### src/rtl/bus_fifo.sv
// Synchronous valid/ready FIFO with occupancy count, synchronous flush and a sticky
// overflow flag. Storage is a register array; pointers wrap modulo DEPTH (power of two).
module bus_fifo #(
  parameter int unsigned WIDTH = 5,
  parameter int unsigned DEPTH = 4
) (
  input  logic                           clk,
  input  logic                           rst_n,
  input  logic                           in_valid,
  output logic                           in_ready,
  input  logic [WIDTH-1:0]               in_data,
  output logic                           out_valid,
  input  logic                           out_ready,
  output logic [WIDTH-1:0]               out_data,
  input  logic                           flush,
  output logic [$clog2(DEPTH+1)-1:0]     count,
  output logic                           ovf
);

  localparam int unsigned PtrW = $clog2(DEPTH);
  localparam int unsigned CntW = $clog2(DEPTH + 1);

  logic [WIDTH-1:0] mem_q [DEPTH];
  logic [PtrW-1:0]  wptr_q, wptr_d;
  logic [PtrW-1:0]  rptr_q, rptr_d;
  logic [CntW-1:0]  count_q, count_d;
  logic             ovf_q, ovf_d;
  logic             full, empty, push, pop;

  assign full      = (count_q == CntW'(DEPTH));
  assign empty     = (count_q == '0);
  assign in_ready  = ~full;
  assign out_valid = ~empty;
  assign out_data  = mem_q[rptr_q];
  assign count     = count_q;
  assign ovf       = ovf_q;

  // Flush overrides both handshakes, including the storage write.
  assign push = in_valid & ~full & ~flush;
  assign pop  = out_ready & ~empty & ~flush;

  always_comb begin
    wptr_d  = wptr_q;
    rptr_d  = rptr_q;
    count_d = count_q;
    ovf_d   = ovf_q;
    if (flush) begin
      wptr_d  = '0;
      rptr_d  = '0;
      count_d = '0;
    end else begin
      if (push) wptr_d = wptr_q + PtrW'(1);
      if (pop)  rptr_d = rptr_q + PtrW'(1);
      if (push && !pop) begin
        count_d = count_q + CntW'(1);
      end else if (pop && !push) begin
        count_d = count_q - CntW'(1);
      end
      if (in_valid && full) ovf_d = 1'b1;
    end
  end

  always_ff @(posedge clk or negedge rst_n) begin
    if (!rst_n) begin
      wptr_q  <= '0;
      rptr_q  <= '0;
      count_q <= '0;
      ovf_q   <= 1'b0;
    end else begin
      wptr_q  <= wptr_d;
      rptr_q  <= rptr_d;
      count_q <= count_d;
      ovf_q   <= ovf_d;
    end
  end

  // Storage is intentionally not reset.
  always_ff @(posedge clk) begin
    if (push) mem_q[wptr_q] <= in_data;
  end

endmodule

### config.mk
export PLATFORM = sky130hd
export DESIGN_NAME = bus_fifo
export DESIGN_NICKNAME = d
export VERILOG_FILES = /design/src/rtl/bus_fifo.sv
export SDC_FILE = /design/constraint.sdc
export NUM_CORES = 1
export LEC_CHECK = 0
export CAP_MARGIN = 20
export CORE_MARGIN = 1.5
export CORE_UTILIZATION = 45
export DETAILED_ROUTE_END_ITERATION = 7
export PLACE_DENSITY = 0.69
export SLEW_MARGIN = 30
export SYNTH_ARGS = -nofsm -noshare
export SYNTH_HDL_FRONTEND = slang
export SYNTH_SLANG_ARGS = --single-unit
### constraint.sdc
create_clock -name clk -period 2.8 [get_ports clk]
set_input_delay 0.56 -clock clk [delete_from_list [all_inputs] [get_ports clk]]
set_output_delay 0.56 -clock clk [all_outputs]
set_load 0.01 [all_outputs]
==> report_table.html <==
<table>
<tr><th>Metric</th><th>Value</th></tr>
<tr><th colspan="2">Setup path</th></tr>
<tr><td>CP Data Required Time</td><td>between 2000 and 2500 ps</td></tr>
<tr><td>Largest stage delay, worst path</td><td>roughly 600 ps</td></tr>
<tr><td>Startpoint class of the critical path</td><td>flip-flop</td></tr>
<tr><td>Gate family responsible for the most delay along the worst path</td><td>flip-flops</td></tr>
<tr><td>Slowest cell on the critical path</td><td>sky130_fd_sc_hd__dfrtp_1</td></tr>
<tr><td>Nature of the critical path endpoint</td><td>primary output</td></tr>
<tr><td>Sum of buffers and inverters on the critical path</td><td>1</td></tr>
<tr><td>Category of the most critical setup path</td><td>flip-flop to primary output</td></tr>
<tr><td>Top fanout value on the critical path</td><td>7</td></tr>
<tr><td>Cell breakdown of the critical path</td><td>mux4_2, clkdlybuf4s50_1</td></tr>
<tr><td>Arr. time, crit path</td><td>between 1500 and 2000 ps</td></tr>
<tr><th colspan="2">Die</th></tr>
<tr><td>I/O Pins</td><td>21</td></tr>
<tr><td>Effective utilization at floorplan</td><td>between 40% and 50%</td></tr>
<tr><td>Die area</td><td>~3200 µm²</td></tr>
<tr><td>Die width</td><td>around 57 µm</td></tr>
<tr><td># rows</td><td>19</td></tr>
<tr><td>Vertical die dimension</td><td>between 50 and 60 µm</td></tr>
<tr><td>Area inside the core boundary</td><td>2730 µm²</td></tr>
<tr><th colspan="2">Routing</th></tr>
<tr><td>Average wire length per cell after detail routing</td><td>between 15 and 20 µm</td></tr>
<tr><td>Total DRC errors in the routed layout</td><td>0</td></tr>
<tr><td>Met1 wire length</td><td>1020 µm</td></tr>
<tr><td>Total vias in the final route</td><td>around 760</td></tr>
<tr><td>Total routed wirelength</td><td>~2200 µm</td></tr>
<tr><td>Uppermost routed layer</td><td>met4</td></tr>
<tr><td>ANT nets after route</td><td>0</td></tr>
<tr><td>Metal3 WL</td><td>between 70 and 80 µm</td></tr>
<tr><td>Detail-routed via count per cell</td><td>roughly 5.3</td></tr>
<tr><td>DR iter-0 viols</td><td>15</td></tr>
<tr><td>Amount of wire on met2 after detailed routing</td><td>between 1000 and 1500 µm</td></tr>
<tr><td>Number of iterations in the first detailed-routing pass</td><td>4</td></tr>
<tr><th colspan="2">Yosys</th></tr>
<tr><td>Leading area contributor after synthesis</td><td>sky130_fd_sc_hd__edfxtp_1</td></tr>
<tr><td>Number of distinct standard cells referenced by the synthesized netlist</td><td>28</td></tr>
<tr><td>Register bit count reported by yosys</td><td>28</td></tr>
<tr><td>Fraction of the yosys area taken by sequential cells</td><td>61.7%</td></tr>
<tr><td>Cell count after synthesis</td><td>91</td></tr>
<tr><td>Total standard cell area after synthesis</td><td>between 1000 and 1500 µm²</td></tr>
<tr><td>Cell types occupying the most area after synthesis</td><td>sky130_fd_sc_hd__edfxtp_1 (46%), sky130_fd_sc_hd__dfrtp_1 (15%), sky130_fd_sc_hd__mux4_2 (8.7%)</td></tr>
<tr><td>Synth top area share</td><td>between 40% and 50%</td></tr>
<tr><td>Mapped Avg Cell Area</td><td>about 14 µm²</td></tr>
<tr><td>Syn. warnings</td><td>0</td></tr>
<tr><td>Synthesized Nets</td><td>approximately 110</td></tr>
<tr><th colspan="2">Finish</th></tr>
<tr><td>Multi-input logic area</td><td>440 µm²</td></tr>
<tr><td>Number of fill cells in the layout</td><td>220</td></tr>
<tr><td>Fin nets</td><td>between 100 and 150</td></tr>
<tr><td>Layout cell share with drive strength beyond 1</td><td>around 14%</td></tr>
<tr><td>Commonest cells after routing, fill and taps aside</td><td>sky130_fd_sc_hd__clkdlybuf4s50_1 (20), sky130_fd_sc_hd__edfxtp_1 (20), sky130_fd_sc_hd__nor2_1 (9)</td></tr>
<tr><td>Antenna diode count</td><td>0</td></tr>
<tr><td>Core Util, Final</td><td>between 50% and 60%</td></tr>
<tr><td>Synth-to-Final Area Change</td><td>20.2%</td></tr>
<tr><td>Storage cell area</td><td>~800 µm²</td></tr>
<tr><th colspan="2">Clocking</th></tr>
<tr><td>Clk sinks</td><td>28</td></tr>
<tr><td>Buffers inserted by post-CTS timing repair</td><td>0</td></tr>
<tr><td>TritonCTS clock tree</td><td>yes</td></tr>
<tr><td>Clock slew at the register clock pins of the worst setup and hold paths</td><td>between 100 and 150 ps</td></tr>
<tr><td>Max Root-Sink Buffers</td><td>2</td></tr>
<tr><td>Cell at the root of the clock tree</td><td>sky130_fd_sc_hd__clkbuf_4</td></tr>
<tr><td>H-Tree Depth</td><td>1</td></tr>
<tr><td>Number of buffers created by CTS</td><td>3</td></tr>
<tr><td>CTS Hold Bufs</td><td>0</td></tr>
<tr><td>Resize count post-CTS</td><td>0</td></tr>
<tr><td>Clock latency at the later pin of the worst-skew pair</td><td>a little over 300 ps</td></tr>
<tr><th colspan="2">Place</th></tr>
<tr><td>Placer's final routability congestion estimate</td><td>around 0.76</td></tr>
<tr><td>Post-DP HPWL</td><td>1700 µm</td></tr>
<tr><td>Port buffer count</td><td>20</td></tr>
<tr><th colspan="2">STA</th></tr>
<tr><td>Max-slew headroom at the worst pin</td><td>between 60% and 70%</td></tr>
<tr><td>Worst Clk Skew</td><td>~2.2 ps</td></tr>
<tr><td>Final slew viol count</td><td>0</td></tr>
<tr><td>Setup-failing EPs final</td><td>0</td></tr>
<tr><td>Top achievable clock speed</td><td>between 0.3 and 0.4 GHz</td></tr>
<tr><td>TNS Setup</td><td>0 ps</td></tr>
<tr><td>Count of final hold-check violations</td><td>0</td></tr>
<tr><td>Period utilization</td><td>approximately 90%</td></tr>
<tr><td>Transition time at the pin with the least slew margin</td><td>~480 ps</td></tr>
<tr><td>Unrepaired setup endpoints after global routing</td><td>false</td></tr>
<tr><td>Min cycle time layout</td><td>~2500 ps</td></tr>
<tr><th colspan="2">GRT</th></tr>
<tr><td>Remaining Overflow, GRT</td><td>0</td></tr>
<tr><td>Maximum number of pins on one net before global-route repair</td><td>16</td></tr>
<tr><td>Global-route wire length before repair</td><td>between 3000 and 4000 µm</td></tr>
<tr><td>Initial antenna violation count</td><td>0</td></tr>
<tr><td>Via count of the first global-routing pass</td><td>797</td></tr>
<tr><td>All-Layer GR Usage</td><td>15.5%</td></tr>
<tr><th colspan="2">Run</th></tr>
<tr><td>MaxCap Viol Count</td><td>0</td></tr>
<tr><th colspan="2">Power and ir drop</th></tr>
<tr><td>Power density of the placed cells</td><td>732 nW/µm²</td></tr>
<tr><td>Largest voltage drop on the vdd net</td><td>approximately 0.0005 V</td></tr>
<tr><td>Static power due to leakage</td><td>just under 0.6 nW</td></tr>
<tr><th colspan="2">Min path</th></tr>
<tr><td>Hold WC Path Type</td><td>flip-flop to flip-flop</td></tr>
<tr><th colspan="2">Status</th></tr>
<tr><td>Outcome</td><td>complete, no violations</td></tr>
</table>
layout make-up:
type                    count  area share, %
well taps                  31           2.49
inverters                   8           1.93
repair buffers             23           14.3
clock buffers               3           1.44
multi-input cells          49           28.3
flip-flops and latches     28           51.4
clock inverters             1          0.241
cells in the mapped netlist (all sizes together):
| cell type | instances |
|---|---|
| a311oi | 1 |
| a211oi | 1 |
| nor2 | 9 |
| edfxtp | 20 |
| inv | 8 |
| nor3b | 1 |
| nor3 | 1 |
| mux2i | 1 |
| o21a | 1 |
| a221oi | 1 |
| o21ai | 3 |
| dfrtp | 8 |
| buf | 3 |
| o31ai | 2 |
| ha | 4 |
| clkbuf | 3 |
| a21oi | 2 |
| xor2 | 2 |
| or3 | 1 |
| and3b | 1 |
| and2 | 5 |
| a21o | 1 |
| o311ai | 1 |
| a31o | 1 |
| nand3 | 2 |
| fa | 1 |
| mux4 | 5 |
| mux2 | 2 |
where the power goes:
group	leakage [nW]	internal, W	switching [W]
clock network	0.0154	0.0000522	0.000109
registers	0.283	0.000488	0.0000748
logic	0.287	0.000244	0.000173
per-layer routing:
metal	GRT usage (%)	vias up
met3	2.30	4
met1	21.5	367
li1	-	374
met2	25.1	16
met4	5.10	0
met5	0	-
through the flow:
step | hold slack (ps) | std cells | power (W) | setup WS [ps] | instance area (µm²)
2_1_floorplan | 264 | 91 | 0.000813 | 608 | 1300
3_3_place_gp | 460 | 139 | 0.000981 | 317 | 1530
3_5_place_dp | 469 | 139 | 0.000997 | 199 | 1530
4_1_cts | 506 | 143 | 0.00116 | 224 | 1560
5_1_grt | 515 | 143 | 0.00121 | 156 | 1560
6_report | 504 | 143 | 0.00114 | 272 | 1560
final timing paths:
kind | start | endpoint | slack, ps | depth (start not counted)
max | rptr_q[0] | out_data[3] | 270 | 2
min | ovf | ovf | 500 | 2
max reg2reg | count[2] | count[2] | 390 | 7
min reg2reg | ovf | ovf | 500 | 2
max in group asynchronous | rst_n | wptr_q[1] | 2000 | 1
min in group asynchronous | rst_n | count[1] | 520 | 1
cells by family (layout without fill, tap and decap cells):
| family | Yosys count | count (layout) | synth area share, % |
|---|---|---|---|
| compound gates | 14 | 14 | 8.00 |
| xor+xnor | 2 | 2 | 1.35 |
| mux | 8 | 8 | 11.2 |
| simple gates | 20 | 20 | 8.00 |
| buf+inv | 14 | 35 | 4.34 |
| flops | 28 | 28 | 61.7 |
| fa+ha+maj | 5 | 5 | 5.40 |
worst reg2reg max path, delay by kind of cell, from the launching register on:
family,cells,cell delay [ps]
simple gates,4,960
flops,1,520
fa+ha+maj,1,420
compound gates,2,410
state kept, by name, indices dropped and copies added, names as in the netlist:
register  count
count         3
mem_q        20
ovf           1
rptr_q        2
wptr_q        2
Power figures use the tool's default switching activity.
==> edit, RTL diff (same settings) <==
The parameter `WIDTH` goes from 5 to 7.
--- a/src/rtl/bus_fifo.sv
+++ b/src/rtl/bus_fifo.sv
@@ -2,5 +2,5 @@
 // overflow flag. Storage is a register array; pointers wrap modulo DEPTH (power of two).
 module bus_fifo #(
-  parameter int unsigned WIDTH = 5,
+  parameter int unsigned WIDTH = 7,
   parameter int unsigned DEPTH = 4
 ) (
Ports: changed (resized in_data and out_data); port bits go from 21 to 25. No check against the original RTL was run, so the function may have changed too.
==> edit against the original RTL <==
Routed wire length rose by 24%; largest cell class unchanged; combinational power rose by 18%; power rose by 26%; die area rose by 21%; sequential cell count rose by 8; worst setup slack got worse by 0.050 ns; design area rose by 24%; synthesized area rose by 23%; critical endpoint is now out_data[1].
==> edit: results (changes against the original RTL) <==
nets: 147  # +15%
grt_usage: 0.154  # -0.000523
dp_worst_setup_slack_ns: 0.282  # +0.0826 ns
vias_per_cell: 5.22  # -1.9%
place_area_sq_um: 1890  # +23%
relSlewSlack: 0.722  # +0.0422
synthArstFlopShare: 0.222  # -0.0635
multiInputGateArea_sq_um: 487  # +11%
power.leakage_nw: 0.700  # +19%
grt_first_pass_wirelength_microns: 4530  # +21%
vias: 924  # +21%
gp_congestion: 0.767  # +1.3%
yosysSeqAreaShare: 0.654  # +0.0369
drtIter0Drc: 30  # +15
grt_max_degree: 11  # -5
insertion_delay_ns: 0.33  # +0.02 ns
clk_pin_slew_ns: 0.10  # -0.04 ns
arrival_ns: 2.02  # +0.05 ns
synth_edf_count: 28  # +40%
grt_pass1_vias: 972  # +22%
fillers: 294  # +34%
yosys-top-cells-area: "edfxtp_1, dfrtp_1, mux4_2"
syn_inst: 101  # +11%
worst_clock_skew_ns: 0.00970  # +0.00751 ns
synth.top_cells.by_count: "edfxtp_1, nor2_1, dfrtp_1, inv_1, mux4_2"
grtUsageMet3: 0.0523  # +0.0292
largest_reg_flops: 28  # +40%
drive_gt1_frac: 0.168  # +0.0251
dp.cells: 169  # +22%
outcome: "finished, final reports clean"
cp_max_fo: 6  # -1
worstHoldPathType: "in2async"
synth_nets: 118  # +11%
yosys.cell_types.count: 29  # +3.6%
grt.met1_usage: 0.178  # -0.0367
cts.htree.levels: 2  # +1
==> edit: changes by cell type after synthesis, sizes merged <==
cell    unedited run  this run
buf                3         4
clkbuf             3         2
edfxtp            20        28
mux4               5         7
==> edit: cell type report <==
type | instances | area share
Inverter | 8 | 0.0155
Sequential cell | 36 | 0.538
Tap cell | 46 | 0.0298
Timing Repair Buffer | 28 | 0.140
Clock inverter | 1 | 0.00194
Multi-Input combinational cell | 51 | 0.252
Clock buffer | 7 | 0.0233
==> edit: final timing paths <==
path	end	start	cells past startpoint	slack [ns]
max	out_data[1]	rptr_q[0]	3	0.22
min	count[2]	rst_n	1	0.51
max reg2reg	count[2]	count[2]	7	0.42
min reg2reg	ovf	ovf	2	0.52
max in group asynchronous	wptr_q[0]	rst_n	1	2.00
min in group clk	ovf	ovf	2	0.52
==> edit: logic make-up (layout without fill, tap and decap cells) <==
logic type	count (synthesis)	count (layout)	synth area share
simple gates	20	20	0.0653
xor+xnor	2	2	0.0110
fa+ha+maj	5	5	0.0440
buf+inv	14	44	0.0401
mux	10	10	0.119
flops	36	36	0.654
compound gates	14	14	0.0660
==> edit: critical path: stages, from the launching register on <==
cell and delay [ns]:
dfrtp_1 0.47, buf_4 0.22, mux4_2 0.50, clkdlybuf4s50_1 0.49
==> edit: per-layer routing <==
layer | vias to the layer above | routed length, microns
met4 | 0 | 42
met2 | 21 | 1410
met5 | - | 0
met1 | 455 | 1190
met3 | 6 | 109
li1 | 442 | -
==> edit: where the power goes <==
group	switching (mW)	leakage (nW)	total [mW]	internal (mW)
Combinational	0.205	0.317	0.495	0.290
Clock	0.154	0.0269	0.250	0.0965
Sequential	0.0712	0.356	0.697	0.626
